### config.mk
export PLATFORM = sky130hd
export DESIGN_NAME = uart_tx_buffered
export DESIGN_NICKNAME = d
export VERILOG_FILES = /design/src/rtl/uart_pkg.sv /design/src/rtl/uart_sync_fifo.sv /design/src/rtl/uart_tx_buffered.sv
export SDC_FILE = /design/constraint.sdc
export NUM_CORES = 1
export LEC_CHECK = 0
export BUFFER_PORTS_ARGS = -buffer_cell sky130_fd_sc_hd__buf_2
export CAP_MARGIN = 20
export CELL_PAD_IN_SITES_DETAIL_PLACEMENT = 1
export CELL_PAD_IN_SITES_GLOBAL_PLACEMENT = 1
export CORE_MARGIN = 8
export CORE_UTILIZATION = 26
export DETAILED_ROUTE_END_ITERATION = 8
export PLACE_DENSITY_LB_ADDON = 0.12
export SYNTH_ARGS = -nofsm -noshare
export SYNTH_HDL_FRONTEND = slang
export SYNTH_SLANG_ARGS = --single-unit
### constraint.sdc
create_clock -name CLK -period 5.75 [get_ports CLK]
set_clock_uncertainty 0.2 [all_clocks]
set_input_delay 0.575 -clock CLK [delete_from_list [all_inputs] [get_ports CLK]]
set_output_delay 0.575 -clock CLK [all_outputs]
set_load 0.005 [all_outputs]
### src/rtl/uart_pkg.sv
`default_nettype none
// +----------------------------------------------------------------------------+
// | Module      : uart_pkg                                                     |
// | Description : Shared types, constants and DATA_LEN clamp for the buffered  |
// |               UART transmitter.                                            |
// | Revision    : 1.0 - initial release                                        |
// +----------------------------------------------------------------------------+
package uart_pkg;

  typedef enum logic [2:0] {
    TX_IDLE   = 3'd0,
    TX_START  = 3'd1,
    TX_DATA   = 3'd2,
    TX_PARITY = 3'd3,
    TX_STOP   = 3'd4,
    TX_BREAK  = 3'd5
  } tx_state_t;

  localparam logic       PARITY_EVEN  = 1'b0;
  localparam logic       PARITY_ODD   = 1'b1;
  localparam logic [3:0] MIN_DATA_LEN = 4'd5;

  function automatic logic [3:0] clamp_data_len(input logic [3:0] len,
                                                input logic [3:0] max_len);
    if (len < MIN_DATA_LEN) return MIN_DATA_LEN;
    if (len > max_len) return max_len;
    return len;
  endfunction

endpackage
`default_nettype wire

### src/rtl/uart_sync_fifo.sv
`default_nettype none
// +----------------------------------------------------------------------------+
// | Module      : uart_sync_fifo                                               |
// | Description : Show-ahead synchronous FIFO; pointers carry one wrap bit.    |
// | Revision    : 1.0 - initial release                                        |
// +----------------------------------------------------------------------------+
module uart_sync_fifo #(
  parameter int DATA_WIDTH = 8,
  parameter int FIFO_DEPTH = 8
) (
  input  logic                          clk,
  input  logic                          rst,
  input  logic                          i_push,
  input  logic [DATA_WIDTH-1:0]         i_data,
  input  logic                          i_pop,
  output logic [DATA_WIDTH-1:0]         o_data,
  output logic                          o_full,
  output logic                          o_empty,
  output logic [$clog2(FIFO_DEPTH):0]   o_count
);

  localparam int AW = $clog2(FIFO_DEPTH);

  logic [DATA_WIDTH-1:0] mem_q [FIFO_DEPTH];
  logic [AW:0]           wr_ptr_q, wr_ptr_d;
  logic [AW:0]           rd_ptr_q, rd_ptr_d;
  logic                  do_push;
  logic                  do_pop;

  assign o_full  = (wr_ptr_q[AW] != rd_ptr_q[AW]) &&
                   (wr_ptr_q[AW-1:0] == rd_ptr_q[AW-1:0]);
  assign o_empty = (wr_ptr_q == rd_ptr_q);
  assign o_count = wr_ptr_q - rd_ptr_q;
  assign o_data  = mem_q[rd_ptr_q[AW-1:0]];

  // Full refuses a push even when a pop frees a slot in the same cycle.
  assign do_push = i_push && !o_full;
  assign do_pop  = i_pop && !o_empty;

  always_comb begin
    wr_ptr_d = wr_ptr_q;
    rd_ptr_d = rd_ptr_q;
    if (do_push) wr_ptr_d = wr_ptr_q + 1'b1;
    if (do_pop)  rd_ptr_d = rd_ptr_q + 1'b1;
  end

  always_ff @(posedge clk) begin
    if (rst) begin
      wr_ptr_q <= '0;
      rd_ptr_q <= '0;
    end else begin
      wr_ptr_q <= wr_ptr_d;
      rd_ptr_q <= rd_ptr_d;
    end
  end

  always_ff @(posedge clk) begin
    if (do_push) mem_q[wr_ptr_q[AW-1:0]] <= i_data;
  end

endmodule
`default_nettype wire

### src/rtl/uart_tx_buffered.sv
`default_nettype none
// +----------------------------------------------------------------------------+
// | Module      : uart_tx_buffered                                             |
// | Description : FIFO-buffered UART transmitter with run-time frame format    |
// |               and programmable baud divider. Optional line break support   |
// |               is enabled by defining UART_TX_BREAK_EN.                     |
// | Revision    : 1.0 - initial release                                        |
// +----------------------------------------------------------------------------+
module uart_tx_buffered
  import uart_pkg::*;
#(
  parameter int DATA_WIDTH = 8,
  parameter int FIFO_DEPTH = 8,
  parameter int DIV_WIDTH  = 16
) (
  input  logic                          CLK,
  input  logic                          RST,
  input  logic [DIV_WIDTH-1:0]          BAUD_DIV,
  input  logic [3:0]                    DATA_LEN,
  input  logic                          PAR_EN,
  input  logic                          PAR_TYP,
  input  logic                          STOP2,
`ifdef UART_TX_BREAK_EN
  input  logic                          SEND_BREAK,
`endif
  input  logic [DATA_WIDTH-1:0]         P_DATA,
  input  logic                          DATA_VALID,
  output logic                          DATA_READY,
  output logic                          TX_OUT,
  output logic                          BUSY,
  output logic [$clog2(FIFO_DEPTH):0]   FIFO_COUNT
);

  localparam logic [3:0] MAX_LEN = 4'(DATA_WIDTH);

  tx_state_t             state_q, state_d;
  logic [DIV_WIDTH-1:0]  timer_q, timer_d;
  logic [DIV_WIDTH-1:0]  div_q, div_d;
  logic [3:0]            len_q, len_d;
  logic [3:0]            bit_cnt_q, bit_cnt_d;
  logic [DATA_WIDTH-1:0] shreg_q, shreg_d;
  logic                  par_en_q, par_en_d;
  logic                  stop2_q, stop2_d;
  logic                  parity_q, parity_d;
  logic                  tx_q, tx_d;
  logic                  busy_q, busy_d;

  logic                  fifo_full;
  logic                  fifo_empty;
  logic [DATA_WIDTH-1:0] fifo_head;
  logic                  load;
  logic                  bit_end;

  uart_sync_fifo #(
    .DATA_WIDTH (DATA_WIDTH),
    .FIFO_DEPTH (FIFO_DEPTH)
  ) u_fifo (
    .clk     (CLK),
    .rst     (RST),
    .i_push  (DATA_VALID),
    .i_data  (P_DATA),
    .i_pop   (load),
    .o_data  (fifo_head),
    .o_full  (fifo_full),
    .o_empty (fifo_empty),
    .o_count (FIFO_COUNT)
  );

  assign DATA_READY = !fifo_full;
  assign TX_OUT     = tx_q;
  assign BUSY       = busy_q;
  assign bit_end    = (timer_q == div_q);

  // tx/busy are registered from the current state, so the line lags the FSM by one cycle.
  always_comb begin
    state_d   = state_q;
    timer_d   = bit_end ? '0 : timer_q + 1'b1;
    div_d     = div_q;
    len_d     = len_q;
    bit_cnt_d = bit_cnt_q;
    shreg_d   = shreg_q;
    par_en_d  = par_en_q;
    stop2_d   = stop2_q;
    parity_d  = parity_q;
    tx_d      = 1'b1;
    busy_d    = 1'b1;
    load      = 1'b0;

    case (state_q)
      TX_IDLE: begin
        timer_d = '0;
        busy_d  = 1'b0;
`ifdef UART_TX_BREAK_EN
        if (SEND_BREAK) begin
          state_d = TX_BREAK;
          tx_d    = 1'b0;
          busy_d  = 1'b1;
        end else
`endif
        if (!fifo_empty) load = 1'b1;
      end
      TX_START: begin
        tx_d = 1'b0;
        if (bit_end) begin
          state_d   = TX_DATA;
          bit_cnt_d = '0;
        end
      end
      TX_DATA: begin
        tx_d = shreg_q[0];
        if (bit_end) begin
          shreg_d  = shreg_q >> 1;
          parity_d = parity_q ^ shreg_q[0];
          if (bit_cnt_q == len_q - 4'd1) begin
            bit_cnt_d = '0;
            state_d   = par_en_q ? TX_PARITY : TX_STOP;
          end else begin
            bit_cnt_d = bit_cnt_q + 4'd1;
          end
        end
      end
      TX_PARITY: begin
        tx_d = parity_q;
        if (bit_end) begin
          state_d   = TX_STOP;
          bit_cnt_d = '0;
        end
      end
      TX_STOP: begin
        if (bit_end) begin
          if (stop2_q && (bit_cnt_q == 4'd0)) begin
            bit_cnt_d = 4'd1;
`ifdef UART_TX_BREAK_EN
          end else if (SEND_BREAK) begin
            state_d = TX_BREAK;
`endif
          end else if (!fifo_empty) begin
            load = 1'b1;
          end else begin
            state_d = TX_IDLE;
          end
        end
      end
`ifdef UART_TX_BREAK_EN
      TX_BREAK: begin
        timer_d = '0;
        tx_d    = !SEND_BREAK;
        busy_d  = SEND_BREAK;
        if (!SEND_BREAK) state_d = TX_IDLE;
      end
`endif
      default: begin
        state_d = TX_IDLE;
        busy_d  = 1'b0;
      end
    endcase

    // Frame configuration is frozen at pop time so mid-frame changes are ignored.
    if (load) begin
      state_d   = TX_START;
      timer_d   = '0;
      bit_cnt_d = '0;
      shreg_d   = fifo_head;
      div_d     = BAUD_DIV;
      len_d     = clamp_data_len(DATA_LEN, MAX_LEN);
      par_en_d  = PAR_EN;
      stop2_d   = STOP2;
      parity_d  = (PAR_TYP == PARITY_ODD);
    end
  end

  always_ff @(posedge CLK) begin
    if (RST) begin
      state_q   <= TX_IDLE;
      timer_q   <= '0;
      div_q     <= '0;
      len_q     <= MIN_DATA_LEN;
      bit_cnt_q <= '0;
      shreg_q   <= '0;
      par_en_q  <= 1'b0;
      stop2_q   <= 1'b0;
      parity_q  <= PARITY_EVEN;
      tx_q      <= 1'b1;
      busy_q    <= 1'b0;
    end else begin
      state_q   <= state_d;
      timer_q   <= timer_d;
      div_q     <= div_d;
      len_q     <= len_d;
      bit_cnt_q <= bit_cnt_d;
      shreg_q   <= shreg_d;
      par_en_q  <= par_en_d;
      stop2_q   <= stop2_d;
      parity_q  <= parity_d;
      tx_q      <= tx_d;
      busy_q    <= busy_d;
    end
  end

endmodule
`default_nettype wire

==> qor.csv, run 1 <==
stage,metric,value,unit
yosys,synth_cell_type_count,49,
clocking,clk_latency,0.43,ns
timing,min_period_over_period,52.5,%
die,ios,41,
power,ir_drop,186,uV
die,die_area,0.0264,sq mm
worst_hold_path,hold_class,input port to flip-flop,
timing,min_period,3.02,ns
clocking,cts_root_buffer,clkbuf_16,
yosys,ys.flop_type,dfxtp_1,
timing,setup_viol,0,
yosys,yosys_warnings,0,
drt,postRouteAntennaNets,0,
worst_hold_path,hold_start,BAUD_DIV[4],
yosys,avgSynthCellArea,11.6,sq um
critical_path,path_max_fanout,19,
critical_path,crit_path_end_kind,flip-flop,
cells_and_area,n_antenna_cell,0,
drt,initialDrtViolationCount,150,
global_routing,grt_pass1_wl,22100,um
drt,drt_pass1_iterations,4,
clocking,cts_hold_buffers,0,
drt,viasPerCell,4.54,
timing,worst_hold_slack,0.185,ns
critical_path,worstSetupPathType,flip-flop to flip-flop,
clocking,cts_tree,done,
clocking,path_clk_slew,0.06,ns
critical_path,rr_worst_depth,9,
yosys,syn_inst,479,
critical_path,crit_arrival,3.08,ns
yosys,synth_seq_area_share,58.6,%
placed_design,portBuffers,40,
critical_path,crit_required,5.81,ns
clocking,cts_inserted_buffers,17,
cells_and_area,finalInstanceArea,0.00667,sq mm
yosys,synth_top_area_share,34.5,%
clocking,clock_path_buffers,2,
clocking,htreeDepth,4,
clocking,cts.sinks,131,
global_routing,grt_overflow,0,
timing,slew-limit-headroom,33.6,%
timing,rsz0062_at_grt,no,
critical_path,worst_setup_path_start_kind,flip-flop,
status,status,completed,
die,core-area,0.0210,sq mm
placed_design,placed_cells,775,
cells_and_area,area_growth_syn_to_layout,19.8,%
drt,via_count,3675,
cells_and_area,stdcell_count,809,
drt,drt_wl_total,13800,um
die,die_h,162,um
timing,finalSetupTns,0,ns
global_routing,grt_start_max_net_pins,42,
placed_design,gp_congestion,0.721,
clocking,cts_resized,0,
power,p_per_area,486,mW/mm^2
die,die_w,162,um
global_routing,grt.total_usage,11.1,%
power,p_leak,0.00232,uW
yosys,syn-cell-area,0.00557,sq mm
drt,post_drt_wl_per_cell,17.1,um
timing,fmax,332,MHz
timing,finalMaxSlewViolations,0,
clocking,post_cts_buffers,0,
yosys,synth_area_leaders,"edfxtp_1, dfxtp_1, mux4_2",
yosys,yosysTopAreaCell,edfxtp_1,
timing,final-hold-violation-count,0,
cells_and_area,layout-drive-gt1-share,18.7,%
drt,remaining_drc_errors,0,
timing,tightest_slew,0.992,ns
die,fp-row-count,53,
worst_hold_path,holdPathEnd,div_q[4],
yosys,synth.most_common_cell,nand2_1,
yosys,synth-edff-count,64,
yosys,synth_fp_nets,523,
flow_run,maxCapViolCount,0,
placed_design,dp_hpwl,9360,um
global_routing,grt_pass1_vias,4073,
global_routing,antenna_found_initial,0,
critical_path,r2r_start,u_fifo.rd_ptr_q[1],
yosys,synth_commonest_cells,"nand2_1, dfxtp_1, edfxtp_1",
yosys,ys_ff_latch,131,
critical_path,worst-r2r-setup-slack,2.73,ns
cells_and_area,layout.nets,565,
die,initial_core_util,26.5,%
placed_design,placed_area,0.00605,sq mm
worst_hold_path,whs_path_depth,3,
yosys,async_flop_share,0,%
power,power,3240,uW
final cells by class:
cell class	instances	area (sq um)
repair buffers	45	262
fillers	2298	14400
inverters	20	75.1
well taps	275	344
multi-input cells	306	2140
clock buffers	17	425
flip-flops and latches	131	3260
clock inverters	15	155
routing by layer:
metal / global-route usage (%) / wire, um / up-vias
li1: - / - / 1806
met1: 12.1 / 5940 / 1805
met2: 19.5 / 7120 / 45
met3: 3.13 / 491 / 19
met4: 5.05 / 263 / 0
met5: 0 / 0 / -
kinds of logic after synthesis:
kind of cell,after synthesis,synth area share [%]
adders and majority gates,10,2.38
and+or+nand+nor,160,13.2
xor gates and xnor gates,40,6.29
DFF,131,58.6
AOI/OAI and AO/OA,71,8.14
buffers and inverters,42,3.24
muxes,25,8.11
cells in the final DEF, fill, tap and decap left out, types with 13 or more instances in the layout:
cell	instances
a21oi_1	33
buf_2	40
clkbuf_16	17
dfxtp_1	67
edfxtp_1	64
inv_1	20
mux4_2	16
nand2_1	69
nand3_1	13
nor2_1	36
xnor2_1	29
worst max path at each step:
stage | cells after the start | to | slack [ns] | from
after floorplan | 7 | u_fifo.mem_q[1][0] | 3.25 | u_fifo.rd_ptr_q[1]
after global placement | 6 | shreg_q[0] | 2.32 | timer_q[4]
after detailed placement | 6 | shreg_q[1] | 2.26 | timer_q[6]
after CTS | 6 | shreg_q[0] | 2.20 | timer_q[6]
after global routing | 9 | shreg_q[0] | 2.49 | u_fifo.rd_ptr_q[1]
final | 9 | flip-flop | 2.73 | u_fifo.rd_ptr_q[1]
power by group:
| part | total (uW) | switching [uW] | internal, uW | leakage [uW] |
|---|---|---|---|---|
| clock network | 1080 | 463 | 614 | 0.000286 |
| registers | 1210 | 114 | 1100 | 0.00113 |
| logic | 949 | 551 | 398 | 0.000909 |
| total | 3240 | 1130 | 2110 | 0.00232 |
worst max-delay path: stages, from the launching register on:
cell	delay (ns)
dfxtp_1	0.45
inv_1	0.07
ha_1	0.32
nand3_1	0.19
nor2_1	0.09
nor2b_1	0.56
a21o_1	0.55
buf_16	0.23
a21o_1	0.13
a21oi_1	0.07
through the flow:
step / setup WS, ns / util (%)
global route: 2.49 / 31.7
global placement: 2.32 / 28.8
CTS: 2.20 / 31.5
finish: 2.73 / 31.7
detailed placement: 2.26 / 28.8
floorplan: 3.25 / -
flip-flops by register name, indices dropped and copies added (netlist names), 3 cells and up, named ones only:
register,cells
state_q,3
u_fifo.wr_ptr_q,4
timer_q,16
div_q,16
shreg_q,8
u_fifo.mem_q,64
len_q,4
bit_cnt_q,4
u_fifo.rd_ptr_q,4
Note: power is estimated with default switching activity, not from simulation.
==> inputs of run 2 (changes only) <==
==> constraint.sdc (replaced) <==
create_clock -name CLK -period 3.1 [get_ports CLK]
set_clock_uncertainty 0.2 [all_clocks]
set_input_delay 0.31 -clock CLK [delete_from_list [all_inputs] [get_ports CLK]]
set_output_delay 0.31 -clock CLK [all_outputs]
set_load 0.005 [all_outputs]
==> run 2 against run 1 <==
  * Via count increased by 3.6%
  * Combinational power increased by 92%
  * Register-to-register slack got worse by 2.2 ns
  * Sequential power increased by 86%
  * Total power increased by 85%
  * Core utilization increased by 1.7 points
  * Clock power increased by 80%
  * Cell count increased by 5.4%
  * Largest power group unchanged
==> qor.csv, run 2 (same netlist as run 1, synthesis figures left out) <==
stage,metric,value,unit,change
global_routing,grt_pass1_vias,4277,,+5.0%
drt,drt_pass1_iterations,4,,unchanged
critical_path,slowest_delay,0.42,ns,-0.14 ns
global_routing,antenna_found_initial,0,,unchanged
cells_and_area,layout-drive-gt1-share,19.4,%,+0.65 points
global_routing,grt.total_usage,11.4,%,+0.34 points
critical_path,crit_path_end_kind,output pin,,
clocking,htreeDepth,4,,unchanged
cells_and_area,n_antenna_cell,0,,unchanged
timing,slew-limit-headroom,56.9,%,+23 points
die,fp-row-count,53,,unchanged
clocking,cts_inserted_buffers,17,,unchanged
global_routing,use_met3,3.31,%,+0.18 points
die,die_h,162,um,unchanged
clocking,cts_root_buffer,clkbuf_16,,
critical_path,cp_cell_sequence,inv_1 -> ha_1 -> a21o_1 -> a21oi_1 -> xor2_1 -> buf_2,,
cells_and_area,final_cell_mix,"nand2_1, dfxtp_1, edfxtp_1, buf_2, nor2_1",,
cells_and_area,stdcell_count,853,,+5.4%
drt,drt_wl_total,14200,um,+2.6%
cells_and_area,largest_reg_flops,64,,unchanged
placed_design,dp_hpwl,9890,um,+5.7%
die,ios,41,,unchanged
power,p_leak,0.00250,uW,+7.8%
power,pwr-share-clk,32.3,%,-0.9 points
drt,via_count,3809,,+3.6%
worst_hold_path,hold_start,DATA_VALID,,
critical_path,crit_required,2.59,ns,-3.22 ns
die,die_w,162,um,unchanged
clocking,path_clk_slew,0.06,ns,about the same
clocking,clk_latency,0.42,ns,about the same
placed_design,gp_congestion,0.720,,-0.18%
flow_run,maxCapViolCount,0,,unchanged
die,core-area,0.0210,sq mm,unchanged
timing,fmax,395,MHz,
placed_design,placed_cells,792,,+2.2%
clocking,clock_path_buffers,2,,unchanged
power,p_per_area,855,mW/mm^2,+76%
timing,final-hold-violation-count,0,,unchanged
timing,finalSetupTns,0,ns,unchanged
critical_path,r2r_end,len_q[1],,
power,swShare,35.4,%,+0.57 points
critical_path,worstSetupPathType,flip-flop to output pin,,
power,power_switching,2120,uW,+88%
global_routing,met1_usage,13.4,%,+1.3 points
power,share_seq_of_total_power,37.4,%,about the same
timing,finalMaxSlewViolations,0,,unchanged
clocking,cts.sinks,131,,unchanged
timing,tightest_slew,0.645,ns,-0.347 ns
critical_path,worst_setup_path_start_kind,flip-flop,,
global_routing,grt_pass1_wl,23300,um,+5.4%
cells_and_area,final_common_cell,nand2_1,,
timing,min_period,2.53,ns,
critical_path,critical_path.startpoint,u_fifo.rd_ptr_q[1],,
critical_path,worst-r2r-setup-slack,0.58,ns,-2.15 ns
critical_path,path_max_fanout,5,,-14
drt,postRouteAntennaNets,0,,unchanged
clocking,cts_tree,done,,
worst_hold_path,hold_class,input port to flip-flop,,
timing,setup_viol,0,,unchanged
die,die_area,0.0264,sq mm,unchanged
power,power.internal,3880,uW,+84%
timing,rsz0062_at_grt,no,,
placed_design,portBuffers,40,,unchanged
drt,viasPerCell,4.47,,-1.7%
status,status,completed,,
critical_path,r2r_start,timer_q[2],,
global_routing,grt_start_max_net_pins,37,,-12%
power,ir_drop,430,uV,+130%
drt,post_drt_wl_per_cell,16.6,um,-2.7%
cells_and_area,layout.nets,609,,+7.8%
critical_path,crit_arrival,2.02,ns,-1.06 ns
critical_path,slowest_stage,dfxtp_1,,
die,initial_core_util,26.5,%,unchanged
drt,remaining_drc_errors,0,,unchanged
drt,initialDrtViolationCount,200,,+33%
critical_path,rr_worst_depth,8,,-1
power,p_comb_share,30.3,%,+1.0 points
global_routing,grt_overflow,0,,unchanged
global_routing,use_met2,19.6,%,+0.038 points
cells_and_area,area_growth_syn_to_layout,26.2,%,
timing,min_period_over_period,81.7,%,
critical_path,critPathCapture,FIFO_COUNT[3],,
global_routing,top_usage_layer,met2,,
## run 2: power by group through the flow
stage / Sequential, uW / Clock, uW / Combinational, uW
floorplan: 2190 / 0 / 1320
global placement: 2290 / 0 / 1810
detailed placement: 2290 / 0 / 1830
CTS: 2260 / 2000 / 1880
global route: 2280 / 2070 / 2050
finish: 2250 / 1940 / 1820
## run 2: timing repair
action	CTS	global route
hold buffers	29	0
setup buffers	0	0
gates resized for setup	0	0
endpoints found under the hold margin	87	0
## run 2: worst min-delay path by stage
stage | endpoint | cells past startpoint
2_1_floorplan | u_fifo.mem_q[0][0] | 0
3_3_place_gp | shreg_q[1] | 2
3_5_place_dp | div_q[8] | 2
4_1_cts | u_fifo.wr_ptr_q[1] | 4
5_1_grt | u_fifo.wr_ptr_q[1] | 4
6_report | u_fifo.wr_ptr_q[1] | 4
## run 2: per-layer routing
metal  vias to the layer above  share of wire, %  wire (um)
li1                       1895                 -          -
met1                      1854                45       6400
met2                        48                50       7150
met3                        12               3.3        472
met4                         0               1.0        148
met5                         -                 0          0
## run 2: through the flow
step | hold WS, ns | cell area, sq um | utilization, % | power [uW] | setup slack (ns)
after detailed placement | 0.263 | 6170 | 29.3 | 4130 | 0.580
after CTS | 0.00125 | 7020 | 33.4 | 6140 | 0.535
after floorplan | 0.209 | 5570 | - | 3510 | 0.598
after global placement | 0.249 | 6170 | 29.3 | 4100 | 0.586
after global routing | 0.0319 | 7020 | 33.4 | 6410 | 0.402
final | 0.0161 | 7020 | 33.4 | 6000 | 0.568
## run 2: layout make-up
type                    count  area, sq um
multi-input cells         306         2130
well taps                 275          344
inverters                  20         75.1
clock buffers              17          425
flip-flops and latches    131         3260
clock inverters            15          143
repair buffers             89          641
fillers                  2289        14000
## run 2: critical path, delay by kind of cell, from the launching register on
family                     cells  cell delay, ns
buffers and inverters          2            0.24
xor gates and xnor gates       1            0.26
AOI/OAI and AO/OA              2            0.37
DFF                            1            0.42
adders and majority gates      1            0.31
